--- config.mk ---
export PLATFORM = sky130hd
export DESIGN_NAME = addr_gen_ctrl
export DESIGN_NICKNAME = d
export VERILOG_FILES = /design/src/rtl/addr_ctrl_pkg.sv /design/src/rtl/sat_counter.sv /design/src/rtl/addr_gen_ctrl.sv
export SDC_FILE = /design/constraint.sdc
export NUM_CORES = 1
export LEC_CHECK = 0
export ABC_AREA = 1
export CAP_MARGIN = 20
export CORE_ASPECT_RATIO = 0.5
export CORE_MARGIN = 8
export CORE_UTILIZATION = 30
export CTS_BUF_LIST = sky130_fd_sc_hd__clkbuf_8
export CTS_CLUSTER_DIAMETER = 80
export DETAILED_ROUTE_END_ITERATION = 10
export GPL_ROUTABILITY_DRIVEN = 0
export PLACE_DENSITY = 0.61
export SYNTH_ARGS = -nofsm -noshare
export SYNTH_HDL_FRONTEND = slang
export SYNTH_HIERARCHICAL = 1
export SYNTH_SLANG_ARGS = --single-unit
--- constraint.sdc ---
create_clock -name clk -period 2.2 [get_ports clk]
set_input_delay 0.66 -clock clk [delete_from_list [all_inputs] [get_ports clk]]
set_output_delay 0.66 -clock clk [all_outputs]
set_load 0.005 [all_outputs]
--- src/rtl/addr_ctrl_pkg.sv ---
// rtl/addr_ctrl_pkg.sv - shared types, config codes and period clamp for addr_gen_ctrl
// Purpose : sequencer state type, generator cfg encodings, period clamp helpers.
// Contents: state_e (IDLE/ARM/PRIME/RUN/DONE), CFG_OFF/CFG_RUN/CFG_CAPTURE,
//           clamp_period(), period_bad().
package addr_ctrl_pkg;

  typedef enum logic [2:0] {
    IDLE  = 3'd0,
    ARM   = 3'd1,
    PRIME = 3'd2,
    RUN   = 3'd3,
    DONE  = 3'd4
  } state_e;

  localparam logic [1:0] CFG_OFF     = 2'b00;
  localparam logic [1:0] CFG_RUN     = 2'b01;
  localparam logic [1:0] CFG_CAPTURE = 2'b11;

  localparam int PERIOD_W_DEF = 32;

  // A period of 0 would stall the generator on address 0; anything above
  // pmax cannot be reached by the generator's address counter.
  function automatic logic [PERIOD_W_DEF-1:0] clamp_period(
    input logic [PERIOD_W_DEF-1:0] p,
    input logic [PERIOD_W_DEF-1:0] pmax
  );
    if (p == '0) return PERIOD_W_DEF'(1);
    if (p > pmax) return pmax;
    return p;
  endfunction

  function automatic logic period_bad(
    input logic [PERIOD_W_DEF-1:0] p,
    input logic [PERIOD_W_DEF-1:0] pmax
  );
    return (p == '0) || (p > pmax);
  endfunction

endpackage

--- src/rtl/sat_counter.sv ---
// rtl/sat_counter.sv - saturating up-counter with synchronous clear
// Ports: clk, rst (sync, active-high), clr_i (clear), inc_i (increment),
//        count_o (current value), count_next_o (value after one saturating increment).
module sat_counter #(
  parameter int COUNT_W = 16
) (
  input  logic               clk,
  input  logic               rst,
  input  logic               clr_i,
  input  logic               inc_i,
  output logic [COUNT_W-1:0] count_o,
  output logic [COUNT_W-1:0] count_next_o
);

  logic [COUNT_W-1:0] count_q;
  logic [COUNT_W-1:0] count_d;

  // Sticks at all-ones instead of wrapping to zero.
  assign count_next_o = (&count_q) ? count_q : count_q + 1'b1;

  always_comb begin
    count_d = count_q;
    if (clr_i)      count_d = '0;
    else if (inc_i) count_d = count_next_o;
  end

  always_ff @(posedge clk) begin
    if (rst) count_q <= '0;
    else     count_q <= count_d;
  end

  assign count_o = count_q;

endmodule

--- src/rtl/addr_gen_ctrl.sv ---
// rtl/addr_gen_ctrl.sv - acquisition sequencer for the BRAM address generator
// Purpose : latch a clamped period, prime the generator, align capture to the
//           first address wrap, count N periods, then idle the generator.
// Macro   : ADDR_CTRL_EXT_TRIG_EN adds the trig port and the ARM state.
// Ports   : clk, rst (sync, active-high); start, abort, period_in, n_periods,
//           [trig]; gen_restart, gen_addr, gen_tvalid from the generator;
//           gen_cfg, gen_period to the generator; wen to the BRAM; busy, done,
//           periods_done, err_period status.
module addr_gen_ctrl
  import addr_ctrl_pkg::*;
#(
  parameter int WIDTH    = 8,
  parameter int PERIOD_W = 32,
  parameter int COUNT_W  = 16
) (
  input  logic                clk,
  input  logic                rst,
  input  logic                start,
  input  logic                abort,
  input  logic [PERIOD_W-1:0] period_in,
  input  logic [COUNT_W-1:0]  n_periods,
`ifdef ADDR_CTRL_EXT_TRIG_EN
  input  logic                trig,
`endif
  input  logic                gen_restart,
  input  logic [WIDTH+1:0]    gen_addr,
  input  logic                gen_tvalid,
  output logic [1:0]          gen_cfg,
  output logic [PERIOD_W-1:0] gen_period,
  output logic                wen,
  output logic                busy,
  output logic                done,
  output logic [COUNT_W-1:0]  periods_done,
  output logic                err_period
);

  localparam logic [PERIOD_W-1:0] PMAX       = PERIOD_W'((64'd1 << (WIDTH + 2)) - 64'd1);
  localparam logic [PERIOD_W-1:0] PERIOD_RST = PERIOD_W'((64'd1 << WIDTH) - 64'd1);

  state_e                state_q;
  logic [1:0]            gen_cfg_q;
  logic [PERIOD_W-1:0]   gen_period_q;
  logic [COUNT_W-1:0]    n_q;
  logic                  done_q;
  logic                  err_q;
  logic [COUNT_W-1:0]    cnt_next;
  logic                  trig_rise;
  logic                  start_accept;
  logic                  run_restart;
  logic [PERIOD_W_DEF-1:0] period_ext;
  logic                  unused_gen_addr;

  // The address is only useful for debug probing here.
  assign unused_gen_addr = ^gen_addr;

  assign period_ext   = PERIOD_W_DEF'(period_in);
  // abort outranks both a start and a restart landing in the same cycle.
  assign start_accept = (state_q == IDLE) && start && !abort;
  assign run_restart  = (state_q == RUN) && gen_restart && !abort;

`ifdef ADDR_CTRL_EXT_TRIG_EN
  logic trig_prev_q;
  always_ff @(posedge clk) begin
    if (rst) trig_prev_q <= 1'b0;
    else     trig_prev_q <= trig;
  end
  assign trig_rise = trig && !trig_prev_q;
`else
  assign trig_rise = 1'b0;
`endif

  sat_counter #(.COUNT_W(COUNT_W)) u_periods (
    .clk          (clk),
    .rst          (rst),
    .clr_i        (start_accept),
    .inc_i        (run_restart),
    .count_o      (periods_done),
    .count_next_o (cnt_next)
  );

  always_ff @(posedge clk) begin
    if (rst) begin
      state_q      <= IDLE;
      gen_cfg_q    <= CFG_OFF;
      gen_period_q <= PERIOD_RST;
      n_q          <= '0;
      done_q       <= 1'b0;
      err_q        <= 1'b0;
    end else begin
      done_q <= 1'b0;
      if (abort) begin
        state_q   <= IDLE;
        gen_cfg_q <= CFG_OFF;
      end else begin
        case (state_q)
          IDLE: begin
            if (start) begin
              gen_period_q <= PERIOD_W'(clamp_period(period_ext, PERIOD_W_DEF'(PMAX)));
              err_q        <= period_bad(period_ext, PERIOD_W_DEF'(PMAX));
              n_q          <= n_periods;
`ifdef ADDR_CTRL_EXT_TRIG_EN
              state_q      <= ARM;
              gen_cfg_q    <= CFG_OFF;
`else
              state_q      <= PRIME;
              gen_cfg_q    <= CFG_RUN;
`endif
            end
          end
          ARM: begin
            if (trig_rise) begin
              state_q   <= PRIME;
              gen_cfg_q <= CFG_RUN;
            end
          end
          PRIME: begin
            // The first wrap marks address 0 of the next cycle: capture starts there.
            if (gen_restart) begin
              state_q   <= RUN;
              gen_cfg_q <= CFG_CAPTURE;
            end
          end
          RUN: begin
            if (gen_restart && (n_q != '0) && (cnt_next == n_q)) begin
              state_q   <= DONE;
              gen_cfg_q <= CFG_OFF;
              done_q    <= 1'b1;
            end
          end
          DONE: begin
            state_q <= IDLE;
          end
          default: begin
            state_q   <= IDLE;
            gen_cfg_q <= CFG_OFF;
          end
        endcase
      end
    end
  end

  assign gen_cfg    = gen_cfg_q;
  assign gen_period = gen_period_q;
  assign done       = done_q;
  assign err_period = err_q;
  assign busy       = (state_q != IDLE);
  // Qualified live with gen_tvalid so each write lines up with its address.
  assign wen        = (state_q == RUN) && gen_tvalid && gen_cfg_q[1];

endmodule

== Yosys cells after proc, flatten, opt, wreduce, memory -nomap -nowiden ==
Index checks and enable logic that the tools add are counted.
Storage, ports and cells
  bits in registers: 71
  bits in latches: 0
  RAM bits: 0
  bits in read-only memories: 0
  input port bits: 64
  output and inout bits: 54
  logic and storage cells: 68
  memories: 0
Operators by class
  add/sub/neg operators: 1
  $mul: 0
  divide/modulo/power cells: 0
  magnitude comparators: 1
  equal/unequal tests: 8
  shift-type cells: 0
  multiplexer cells: 25
  bitwise operators: 4
  reductions and logical operators: 22
Operator list (count)
  $mux 32: 4
  $gt 32x10->1 const B: 1
  $logic_not 32->1: 1
  $add 16x1->16 const B: 1
  $eq 16x16->1: 1
  $mux 16: 1
  $reduce_and 16->1: 1
  $reduce_bool 16->1: 1
  $mux 1: 12
  $pmux 3 s4: 1
  $mux 3: 3
  $logic_and 1x1->1: 8
  $pmux 2 s4: 1
  $reduce_and 4->1: 2
  $eq 3x2->1 const B: 2
  $mux 2: 3
  $ne 2x2->1 const B: 3
  $reduce_or 2->1: 3
  $not 1->1: 4
  $eq 3x1->1 const B: 1
  $eq 3x3->1 const B: 1
  $logic_not 3->1: 1
  $reduce_and 3->1: 1
  $reduce_bool 3->1: 1
  3 further kinds: 3

== Longest topological paths before layout ==
  depth after elaboration: 13
  gate-level depth with buffers: 20

== Modules after synthesis ==
The synthesis kept the hierarchy.
Modules (own cells, without submodules)
  addr_gen_ctrl: times used 1, cells each 344, area each 2331.0 um^2
  sat_counter: times used 1, cells each 177, area each 1123.6 um^2

== Least setup slack after synthesis ==
Ideal clock, no wire load.
  kind: register to register
  start point: register u_periods.count_q[0] (netlist: u_periods/count_o[0])
  end point: register state_q[1]
  setup time: 115 ps
  data arrival time: 2027 ps
  slack: 57 ps
  cell stages (with the launch flop): 20
  buffers on the path: 1
  cells stage by stage: dfxtp_1 ha_1 nand3_2 inv_2 nand2_4 inv_2 nand2_2 buf_6 nand2_2 nand2_1 nand2_1 nand2_1 nor2_1 nand2_1 nor2_1 nand3_1 nand2_1 nand2_1 o21ai_0 inv_1
On the way
  cells in the longest elaborated chain, start to end: 6
RTL lines
  start, declared: RTL line sat_counter.sv:15  | logic [COUNT_W-1:0] count_q;
  start signal, assigned: RTL line sat_counter.sv:29  | else count_q <= count_d;
  $add 16x1->16 or $reduce_and 16->1 (tied branches): RTL line sat_counter.sv:19  | assign count_next_o = (&count_q) ? count_q : count_q + 1'b1;
  $mux 16 (*): RTL line sat_counter.sv:19
  named net cnt_next[0]: RTL line addr_gen_ctrl.sv:46  | logic [COUNT_W-1:0] cnt_next;
  $eq 16x16->1 (*): RTL line addr_gen_ctrl.sv:124  | if (gen_restart && (n_q != '0) && (cnt_next == n_q)) begin
  $logic_and 1x1->1 (*): RTL line addr_gen_ctrl.sv:124
  $ne 2x2->1 (no line) (*)
  $reduce_and 4->1 (no line) (*)
  end signal, assigned: RTL line addr_gen_ctrl.sv:125  | state_q <= DONE;
  end signal, assigned: RTL line addr_gen_ctrl.sv:131  | state_q <= IDLE;
  end signal, assigned: RTL line addr_gen_ctrl.sv:134  | state_q <= IDLE;
  end, declared: RTL line addr_gen_ctrl.sv:40  | state_e state_q;
Mark *: on every way through the listed nets, which the timed path passes. The rest lies on a longest branch.
A chain may end at the register's enable or synchronous reset.

== Worst setup path in the final report ==
  start point: register u_periods.count_q[1] (netlist: u_periods/count_o[1])
  end point: register state_q[1]
Same word-level chain as after synthesis.

==> flow_metrics.tcl <==
set metrics [dict create \
    status "finished clean" \
    final_nets 737 \
    firstDrtPassIters 4 \
    portBuffers 107 \
    grtUsageMet1_pct 16.06 \
    worstMarginPinSlew_ns 0.4740 \
    fin_crit_sh_pct 97.83 \
    drc 0 \
    cts_made_buffers 9 \
    synthAdderAreaFrac_pct 0.3622 \
    insertedDiodeCount 0 \
    track_usage_pct 13.49 \
    setup.worst_path.start_class "register" \
    holdBufCountCts 0 \
    setup.worst_path.end "state_q[1]$_SDFFE_PP0P_" \
    met3_usage_pct 4.703 \
    cp-end-kind "register" \
    vdd_ir_drop_max_mv 0.3041 \
    syn_inst 521 \
    grt-ovfl-total 0 \
    rows 27 \
    worstPathCellList "ha_4 -> nand3_2 -> inv_2 -> nand2_4 -> inv_2 -> nand2_4 -> buf_6 -> nand3_2 -> inv_1 -> nand2_1 -> nand2_1 -> nor2_1 -> nand2_1 -> nor2_1 -> nand3_1 -> nand2_2 -> nand2_1 -> o21ai_1 -> inv_1" \
    synthArstFlopShare_pct 0 \
    grt_pass1_vias 3520 \
    antenna_found_initial 0 \
    core_um2 11110 \
    grt_first_pass_wirelength_um 17080 \
    cts_buffer_depth 2 \
    worst_path_largest_cell_delay_ns 0.35 \
    seq_area_um2 1430 \
    worstPathRequired_ns 2.44 \
    syn_nets 586 \
    clk_pin_slew_ns 0.07 \
    yosys.area.top_type "dfxtp_1" \
    reg2reg_setup_slack_ns 0.05 \
    min_path_type "register to register" \
    synth_seq_cells 71 \
    slowest_stage "dfxtp_2" \
    pin_count 118 \
    fin_worst_skew_ns 0.009042 \
    clk_root_buffer_cell "clkbuf_8" \
    synth_ff_type "dfxtp_1" \
    path_common_cell "nand2_1" \
    cp-startpoint "u_periods/count_o[1]$_SDFFE_PP0P_" \
    slew_violations 0 \
    r2r_cells 19 \
    synth_xor_area_share_pct 2.028 \
    via_per_inst 4.431 \
    syn-mean-instance-area_um2 6.631 \
    tritoncts "yes" \
    place_hpwl_um 7890 \
    crit_type "register to register" \
    muxShareOfSynthArea_pct 0 \
    hold_viol 0 \
    synth_warnings 6 \
    cts-htree-levels 3 \
    grt_max_degree 54 \
    synth_top_area_share_pct 41.14 \
    vias 3642 \
    final_util_pct 48.60 \
    synth-simple-area-share_pct 33.61 \
    place_inst 802 \
    grt_busiest_layer "met2" \
    antenna_left 0 \
    fin_hold_ws_ns 0.4367 \
    start_util_pct 31.08 \
    cap_viol_max_count 0 \
    dieWidth_um 167.8 \
    powerDensity_nw_per_um2 554.2 \
    finalPower_uw 2993 \
    setup_viol 0 \
    r2r_end "state_q[1]$_SDFFE_PP0P_" \
    fillers 1107 \
    slew_headroom_pct 68.37 \
    die-area_um2 15410 \
    fmax_mhz 464.6 \
    cts.sink_count 71 \
    grtUsageMet2_pct 22.92 \
    routed_wl_um 10210 \
    p_leak_uw 0.002344 \
    ys_seq_area_share_pct 41.14 \
    path_max_fanout 5 \
    cp.arrival_ns 2.40 \
    wire_per_inst_um 12.42 \
    synth_top_family_by_area "simple AND/OR/NAND/NOR gates" \
    drive_above_1_share_pct 19.79 \
    synth_edf_count 0 \
    synth_cell_types 27 \
    clock_latency_ns 0.35 \
    die_h_um 91.88 \
    synth.most_common_cell "nand2_1" \
    area_growth_pct 56.36 \
    synth.cell_area_um2 3455 \
    fin_cells 822 \
    rsz0062_at_grt "yes" \
    synth_commonest_cells "nand2_1 (124), nor2_1 (90), dfxtp_1 (71)" \
    synth.area.top_cells "dfxtp_1 (41%), nand2_1 (13%), nor2_1 (9.8%)" \
    multi_input_area_um2 1784 \
    r2r_start "u_periods/count_o[1]$_SDFFE_PP0P_" \
    synth-compound-area-share_pct 12.28 \
    drt_iter0_markers 157 \
    fin_crit_ns 2.152 \
]
cell type report:
cell class                 count  area share [%]
timing repair buffer         157           27.22
clock inverter                 5           1.923
clock buffer                  11           2.803
tap                          145           3.359
sequential                    71           26.48
multi-input combinational    359           33.03
inverter                      74           5.189
sequential cells by signal, summed over array words and instances, names as in the netlist:
signal,count
done,1
err_period,1
gen_cfg,2
gen_period,32
n_q,16
state_q,3
u_periods/count_o,16
worst min-delay path by stage:
stage                                     start                          end  slack [ns]  cells past startpoint
floorplan           gen_period[25]$_SDFFE_PP0P_  gen_period[25]$_SDFFE_PP0P_        0.43                      2
global placement    gen_period[18]$_SDFFE_PP0P_  gen_period[18]$_SDFFE_PP0P_        0.42                      2
detailed placement  gen_period[28]$_SDFFE_PP0P_  gen_period[28]$_SDFFE_PP0P_        0.43                      2
CTS                 gen_period[28]$_SDFFE_PP0P_  gen_period[28]$_SDFFE_PP0P_        0.44                      2
global route        gen_period[16]$_SDFFE_PP0P_  gen_period[16]$_SDFFE_PP0P_        0.46                      2
finish              gen_period[25]$_SDFFE_PP0P_  gen_period[25]$_SDFFE_PP0P_        0.44                      2
repair_timing:
item                       CTS  global route
setup endpoints to repair    5             8
gates resized for setup     12            42
buffers inserted             0             4
pin swaps                    2            22
cell families after synthesis:
| kind of cell | count (synthesis) |
|---|---|
| flops | 71 |
| buf+inv | 91 |
| simple gates | 266 |
| fa+ha+maj | 1 |
| compound gates | 84 |
| xor+xnor | 8 |
worst max-delay path, delay by kind of cell (launching register included):
family	cells	cell delay, ns
AO/OA/AOI/OAI	1	0.13
adder cells (fa/ha/maj)	1	0.13
buffers and inverters	5	0.41
flip-flops	1	0.35
AND/OR/NAND/NOR	12	1.03
stage by stage:
step | area [µm²] | worst slack (ns) | TNS (ns)
floorplan | 3455 | 0.05714 | 0
global placement | 4982 | -0.2383 | -0.3656
detailed placement | 4982 | -0.2364 | -0.4806
CTS | 5256 | 0.002939 | 0
global route | 5401 | -0.1648 | -0.5240
finish | 5401 | 0.04782 | 0
cells in the final DEF, fill, tap and decap left out, types with 10 or more instances in the layout:
cell	n
nand2_1	114
clkdlybuf4s50_1	106
nor2_1	79
dfxtp_1	64
inv_1	63
buf_4	46
a21oi_1	38
o21ai_0	27
nand2_2	17
o21ai_1	17
nand3_1	16
clkbuf_8	11
nor2_2	10
inv_2	10
nand3_2	10
per-layer routing:
metal / vias up / wire [µm]
li1: 1930 / -
met5: - / 0
met2: 63 / 4858
met4: 0 / 91
met1: 1642 / 4646
met3: 7 / 616
power by group:
group | switching [µW] | total [µW] | leakage, µW | internal [µW]
logic | 151 | 330 | 0.00163 | 179
clock network | 502 | 1320 | 0.000130 | 815
registers | 24.3 | 1350 | 0.000581 | 1320
total | 678 | 2990 | 0.00234 | 2320
Power figures use the tool's default switching activity.
